--- src/rtl/rr_arb4_idx.sv ---
// Four-requester round-robin arbiter producing a registered 2-bit grant index
// and valid flag, with release on done, request drop, or hold-limit expiry.
module rr_arb4_idx #(
    parameter int HOLD_MAX = 4
) (
    input  logic       clk,
    input  logic       rst,
    input  logic [3:0] req,
    input  logic       done,
    output logic [1:0] gnt_idx,
    output logic       gnt_valid,
    output logic       timeout
);

    typedef enum logic {
        IDLE  = 1'b0,
        GRANT = 1'b1
    } state_t;

    // Last hold count of a grant; only meaningful when HOLD_MAX != 0.
    localparam logic [7:0] HOLD_LAST = 8'(HOLD_MAX - 1);

    state_t     state_q, state_d;
    logic [1:0] ptr_q,   ptr_d;
    logic [7:0] hold_q,  hold_d;
    logic [1:0] idx_q,   idx_d;
    logic       vld_q,   vld_d;
    logic       to_q,    to_d;

    logic       rel_norm;
    logic       rel_expire;

    function automatic logic [1:0] first_req(input logic [3:0] r, input logic [1:0] p);
        logic [1:0] res;
        logic [1:0] cand;
        logic       found;
        res   = p;
        found = 1'b0;
        for (int i = 0; i < 4; i++) begin
            cand = p + 2'(i);
            if (!found && r[cand]) begin
                res   = cand;
                found = 1'b1;
            end
        end
        return res;
    endfunction

    assign rel_norm   = done || !req[idx_q];
    assign rel_expire = (HOLD_MAX != 0) && (hold_q == HOLD_LAST);

    always_comb begin
        state_d = state_q;
        ptr_d   = ptr_q;
        hold_d  = hold_q;
        idx_d   = idx_q;
        vld_d   = 1'b0;
        to_d    = 1'b0;
        case (state_q)
            IDLE: begin
                if (|req) begin
                    idx_d   = first_req(req, ptr_q);
                    vld_d   = 1'b1;
                    hold_d  = 8'd0;
                    state_d = GRANT;
                end
            end
            GRANT: begin
                vld_d  = 1'b1;
                hold_d = hold_q + 8'd1;
                if (rel_norm || rel_expire) begin
                    // A coincident done or request drop counts as a normal release.
                    vld_d   = 1'b0;
                    ptr_d   = idx_q + 2'd1;
                    to_d    = rel_expire && !rel_norm;
                    state_d = IDLE;
                end
            end
            default: state_d = IDLE;
        endcase
    end

    always_ff @(posedge clk) begin
        if (rst) begin
            state_q <= IDLE;
            ptr_q   <= 2'b00;
            hold_q  <= 8'd0;
            idx_q   <= 2'b00;
            vld_q   <= 1'b0;
            to_q    <= 1'b0;
        end else begin
            state_q <= state_d;
            ptr_q   <= ptr_d;
            hold_q  <= hold_d;
            idx_q   <= idx_d;
            vld_q   <= vld_d;
            to_q    <= to_d;
        end
    end

    assign gnt_idx   = idx_q;
    assign gnt_valid = vld_q;
    assign timeout   = to_q;

endmodule
--- config.mk ---
export PLATFORM = sky130hd
export DESIGN_NAME = rr_arb4_idx
export DESIGN_NICKNAME = d
export VERILOG_FILES = /design/src/rtl/rr_arb4_idx.sv
export SDC_FILE = /design/constraint.sdc
export NUM_CORES = 1
export LEC_CHECK = 0
export BUFFER_PORTS_ARGS = -buffer_cell sky130_fd_sc_hd__buf_4
export CAP_MARGIN = 20
export CORE_AREA = 2 2 39 41
export CTS_BUF_LIST = sky130_fd_sc_hd__clkbuf_4 sky130_fd_sc_hd__clkbuf_8
export DETAILED_ROUTE_END_ITERATION = 8
export DIE_AREA = 0 0 41 43
export GPL_TIMING_DRIVEN = 0
export PLACE_DENSITY = 0.76
export SYNTH_ARGS = -nofsm -noshare
export SYNTH_HDL_FRONTEND = slang
export SYNTH_SLANG_ARGS = --single-unit
--- constraint.sdc ---
create_clock -name clk -period 1.9 [get_ports clk]
set_input_delay 0.285 -clock clk [delete_from_list [all_inputs] [get_ports clk]]
set_output_delay 0.285 -clock clk [all_outputs]
set_load 0.01 [all_outputs]
==> impl_metrics.py, run 1 <==
metrics = {
    "detailed_routing": {
        "drcViolationCount": 0,
        "ant_nets": 0,
        "drt_iter0_markers": 14,
        "finalWirelength_mm": 1.46,
        "drtPass1Iterations": 4,
        "via_per_inst": 5.87,
        "via_count": 663,
        "wire_per_inst_um": 12.9,
    },
    "cells_and_area": {
        "multi_input_area_um2": 412,
        "fillers": 128,
        "final_area_um2": 833,
        "finish.net_count": 107,
        "synthToLayoutAreaGrowth_pct": 16.4,
        "fin_util_pct": 60.2,
        "ff_latch_area_um2": 280,
        "antenna_cells": 0,
        "drive_gt1_share_pct": 21.6,
    },
    "synth": {
        "syn_nets": 92,
        "synthCells": 84,
        "yosysTopAreaCell": "dfxtp_1",
        "ys.warnings.count": 0,
        "ys_seq_area_share_pct": 39.2,
        "yosysUniqueCellTypes": 33,
        "ys.flop_type": "dfxtp_1",
        "yosys-top-cells-count": "dfxtp_1 (14), a21oi_1 (10), nor2_1 (8)",
        "ys_ff_latch": 14,
        "syn_area_um2": 716,
        "synth_area_per_cell_um2": 8.52,
        "synth_top_area_share_pct": 39.2,
        "synth.most_common_cell": "dfxtp_1",
        "synth-async-reset-ratio_pct": 0,
        "synth_enable_flop_cells": 0,
        "synth.area.top_cells": "dfxtp_1 (39%), a21oi_1 (7.0%), nor2_1 (4.2%), mux4_2 (3.1%), nand2_1 (3.1%)",
    },
    "worst_setup_path": {
        "crit_slowest_cell": "mux4_2",
        "crit_required_ns": 2.09,
        "crit_fanout": 5,
        "crit_type": "flip-flop to flip-flop",
        "start_kind": "flip-flop",
        "end_kind": "flip-flop",
        "cp.arrival_ns": 1.84,
        "critical_path.cell_chain": "mux4_2 > nor2b_4 > a21o_1 > a221oi_1",
        "cpPeakStageDelay_ns": 0.55,
    },
    "timing": {
        "post-route-min-period_ns": 1.65,
        "rsz0062_at_grt": "no",
        "finalMaxSlewViolations": 0,
        "hold_viol_final": 0,
        "slew_headroom_pct": 70.3,
        "tightest_slew_ns": 0.445,
        "setup_viol": 0,
        "final.period_utilization_pct": 86.8,
        "max_freq_mhz": 606,
        "finalWorstSetupSlack_ns": 0.250,
        "tns_ns": 0,
        "clock_skew_ns": 0.00266,
    },
    "floorplanning": {
        "core_um2": 1380,
        "num_rows": 14,
        "pin_count": 11,
        "dieWidth_um": 41,
        "dieArea_um2": 1760,
        "initial_core_util_pct": 51.7,
        "dieHeight_um": 43,
    },
    "clock_tree": {
        "insertion_delay_ns": 0.28,
        "clk_pin_slew_ns": 0.08,
        "clockBufferDepth": 2,
        "cts_resized": 0,
        "cts_tree": "done",
        "clock-sinks": 14,
        "cts_buffers": 3,
        "hold_buffers": 0,
        "cts_htree_levels": 1,
        "cts_setup_buffers": 0,
        "cts_root_buf": "clkbuf_4",
    },
    "grt": {
        "grt_pass1_vias": 611,
        "grt_max_degree": 11,
        "antenna_found_initial": 0,
        "grt-ovfl-total": 0,
        "grt_util_all_layers_pct": 20.6,
        "grt_first_pass_wirelength_mm": 2.46,
    },
    "placement": {
        "place_congestion": 0.744,
        "place_worst_setup_slack_ns": 0.237,
        "port_buffers": 10,
        "placed_cell_area_um2": 811,
        "hpwl_mm": 1.06,
    },
    "power_and_ir_drop": {
        "p_leak_nw": 0.316,
        "p_per_area_nw_per_um2": 705,
        "vdd_ir_drop_max_mv": 0.544,
    },
    "min_path": {
        "hold_class": "primary input to flip-flop",
    },
    "run_status": {
        "status": "finished clean",
    },
    "job": {
        "max_cap_violations": 0,
    },
}
==> per-stage QoR <==
stage / cells / hold slack, ns / power [W]
final: 113 / 0.207 / 0.000587
after global routing: 113 / 0.212 / 0.000619
after CTS: 113 / 0.203 / 0.000593
after detailed placement: 110 / 0.502 / 0.000428
after global placement: 110 / 0.498 / 0.000426
after floorplan: 84 / 0.364 / 0.000388
==> layout by cell type (no fill, tap or decap) <==
| cell type | instances |
|---|---|
| or3_1 | 2 |
| a211oi_1 | 1 |
| and4_2 | 1 |
| nor4_1 | 2 |
| nand3_1 | 3 |
| nand4_1 | 2 |
| nor2b_4 | 1 |
| nand3b_1 | 1 |
| clkbuf_4 | 3 |
| clkbuf_1 | 2 |
| nor3_1 | 2 |
| o41ai_1 | 1 |
| nand2_1 | 6 |
| o311ai_0 | 1 |
| buf_2 | 1 |
| a21oi_1 | 10 |
| mux2i_1 | 2 |
| nor2b_1 | 1 |
| buf_4 | 10 |
| and2_1 | 2 |
| or4_1 | 1 |
| o21ai_0 | 2 |
| dfxtp_1 | 14 |
| ha_1 | 1 |
| o221ai_1 | 1 |
| nor2_1 | 8 |
| o211ai_1 | 2 |
| and2_2 | 1 |
| inv_1 | 3 |
| or2_2 | 3 |
| a221oi_1 | 2 |
| mux4_2 | 1 |
| a22oi_1 | 1 |
| xor2_1 | 1 |
| a21o_1 | 2 |
==> final timing paths <==
| path | endpoint | cells past startpoint | startpoint | slack (ns) |
|---|---|---|---|---|
| max | ptr_q[1] | 4 | gnt_idx[0] | 0.25 |
| min | ptr_q[0] | 2 | rst | 0.21 |
| max reg2reg | ptr_q[1] | 4 | gnt_idx[0] | 0.25 |
| min reg2reg | ptr_q[0] | 2 | ptr_q[0] | 0.51 |
==> worst max-delay path, delay by kind of cell (launching register included) <==
family           cells  cell delay (ns)
AO/OA/AOI/OAI        2             0.45
flip-flops           1             0.43
multiplexers         1             0.55
AND/OR/NAND/NOR      1             0.15
==> per-layer routing <==
layer | GRT usage (%) | routed length [um] | vias to the layer above
li1 | - | - | 344
met5 | 0 | 0 | -
met3 | 4.71 | 48 | 4
met1 | 28.4 | 702 | 298
met2 | 27.8 | 672 | 17
met4 | 12.7 | 40 | 0
==> cells by family after synthesis <==
| family | after synthesis | share of synthesized area [%] |
|---|---|---|
| AND/OR/NAND/NOR | 36 | 27.8 |
| AO/OA/AOI/OAI | 23 | 20.8 |
| flip-flops | 14 | 39.2 |
| buffers and inverters | 6 | 3.32 |
| multiplexers | 3 | 5.94 |
| XOR/XNOR | 1 | 1.22 |
| adder cells (fa/ha/maj) | 1 | 1.75 |
==> power breakdown <==
group          internal, W  switching (W)  leakage, nW
Clock            0.0000735      0.0000930       0.0138
Combinational    0.0000500      0.0000509        0.188
Sequential        0.000306      0.0000140        0.114
Total             0.000430       0.000158        0.316
==> state kept, by name (all words and copies together) (netlist names) <==
name       flops
ptr_q          2
hold_q         8
gnt_valid      1
gnt_idx        2
timeout        1
==> layout make-up <==
cell class,count,area share (%)
Timing Repair Buffer,10,9.01
Buffer,3,1.50
Multi-Input combinational cell,64,49.4
Clock buffer,3,2.70
Tap cell,16,2.40
Sequential cell,14,33.6
Inverter,3,1.35
Note: power is estimated with default switching activity, not from simulation.
==> inputs of run 2 (changes only) <==
CORE_AREA = unset   (was 2 2 39 41)
CORE_UTILIZATION = 51   (was unset)
DIE_AREA = unset   (was 0 0 41 43)
clock period = 1.35 ns   (was 1.9 ns; I/O delays follow)
==> impl_metrics.py, run 2 (synthesized netlist as in run 1, its figures left out) <==
metrics = {
    "run_status": {
        "status": "finished with violations",
        "violations": "setup timing",
    },
    "clock_tree": {
        "clock-sinks": 14,
        "clockBufferDepth": 2,
        "cts_root_buf": "clkbuf_4",
        "cts_htree_levels": 1,
        "cts_buffers": 3,
        "cts_tree": "done",
        "hold_buffers": 0,
        "clk_pin_slew_ns": 0.09,
        "insertion_delay_ns": 0.28,
    },
    "worst_setup_path": {
        "cp.arrival_ns": 1.70,
        "critPathLaunch": "gnt_idx[0]",
        "start_kind": "flip-flop",
        "reg2reg_depth": 4,
        "crit_type": "flip-flop to flip-flop",
        "end_kind": "flip-flop",
        "endpoint": "ptr_q[1]",
        "r2r-start": "gnt_idx[0]",
        "crit_required_ns": 1.55,
        "timing.rr.end": "ptr_q[1]",
        "reg2reg_slack_ns": -0.15,
        "crit_fanout": 2,
    },
    "timing": {
        "post-route-min-period_ns": 1.50,
        "clock_skew_ns": 0.00272,
        "setup_viol": 3,
        "finalMaxSlewViolations": 0,
        "max_freq_mhz": 665,
        "tightest_slew_ns": 0.448,
        "final.period_utilization_pct": 111,
        "hold_viol_final": 0,
        "rsz0062_at_grt": "yes",
        "tns_ns": -0.352,
        "finalWorstSetupSlack_ns": -0.155,
        "slew_headroom_pct": 70.1,
    },
    "job": {
        "max_cap_violations": 0,
    },
    "detailed_routing": {
        "ant_nets": 0,
        "drcViolationCount": 0,
        "finalWirelength_mm": 1.75,
        "wire_per_inst_um": 14.6,
        "drtPass1Iterations": 4,
        "via_per_inst": 5.87,
        "drt_iter0_markers": 19,
        "via_count": 704,
    },
    "floorplanning": {
        "dieWidth_um": 39.5,
        "initial_core_util_pct": 55.0,
        "dieArea_um2": 1560,
        "num_rows": 13,
        "dieHeight_um": 39.5,
        "pin_count": 11,
        "core_um2": 1300,
    },
    "placement": {
        "dpl.cell_count": 109,
        "place_congestion": 0.783,
        "port_buffers": 10,
        "hpwl_mm": 1.10,
    },
    "power_and_ir_drop": {
        "vdd_ir_drop_max_mv": 0.629,
        "p_leak_nw": 0.359,
        "power_w": 0.000940,
        "p_per_area_nw_per_um2": 1000,
    },
    "cells_and_area": {
        "final_common_cell": "buf_4",
        "largest-register": "hold_q",
        "synthToLayoutAreaGrowth_pct": 31.1,
        "finish.net_count": 114,
        "drive_gt1_share_pct": 35.2,
        "final_cells": 120,
        "ff_latch_area_um2": 289,
        "layout_common_cells": "buf_4 (17), a21oi_1 (10), dfxtp_1 (9)",
        "antenna_cells": 0,
        "multi_input_area_um2": 437,
        "largest_reg_flops": 8,
        "fillers": 101,
    },
    "min_path": {
        "hold_start": "rst",
        "hold_class": "primary input to flip-flop",
    },
    "grt": {
        "grt_util_all_layers_pct": 26.1,
        "antenna_found_initial": 0,
        "grt_max_degree": 11,
        "grt-ovfl-total": 0,
        "grt_first_pass_wirelength_mm": 2.65,
        "grt_pass1_vias": 601,
    },
}
==> run 2: critical path, cell delays in order (launching register included) <==
cell and delay (ns):
dfxtp_4 0.36, mux4_2 0.50, nor2b_4 0.14, a21o_1 0.19, a221oi_2 0.24
==> run 2: worst min-delay path by stage <==
stage | endpoint | slack [ns] | cells past startpoint
detailed placement | ptr_q[1] | 0.42 | 2
global placement | ptr_q[0] | 0.42 | 2
global route | ptr_q[1] | 0.12 | 2
finish | ptr_q[0] | 0.13 | 2
CTS | ptr_q[1] | 0.12 | 2
floorplan | ptr_q[0] | 0.28 | 1
==> run 2: layer usage <==
metal	global-route usage, %	vias up	wire, um
met1	34.8	325	805
met5	0	-	0
met4	12.9	0	13
met2	38.1	24	841
li1	-	353	-
met3	6.82	2	90
==> run 2: what timing repair did <==
item,in CTS,in global routing
gates resized for setup,7,4
buffers inserted,6,1
endpoints found under the setup margin,6,6
hold endpoints to repair,0,0
pin swaps,2,1
==> run 2: cell type report <==
class,count,share of cell area (%)
multi-input combinational,64,46.5
buffer,3,2.00
sequential,14,30.8
timing repair buffer,17,13.6
inverter,3,1.20
tap,15,2.00
clock buffer,4,3.87
==> run 2: stage by stage <==
| step | setup slack, ns | hold slack, ns | area, um2 | util, % |
|---|---|---|---|---|
| 2_1_floorplan | -0.117 | 0.281 | 719 | - |
| 4_1_cts | -0.139 | 0.119 | 917 | 70.5 |
| 3_3_place_gp | -0.166 | 0.422 | 813 | 62.5 |
| 5_1_grt | -0.211 | 0.118 | 938 | 72.1 |
| 3_5_place_dp | -0.191 | 0.422 | 813 | 62.5 |
| 6_report | -0.155 | 0.134 | 938 | 72.1 |
==> run 2: power breakdown <==
group,internal [W],total (W),switching [W]
combinational,0.0000944,0.000184,0.0000897
sequential,0.000432,0.000454,0.0000216
clock,0.000164,0.000302,0.000139
total,0.000691,0.000940,0.000250
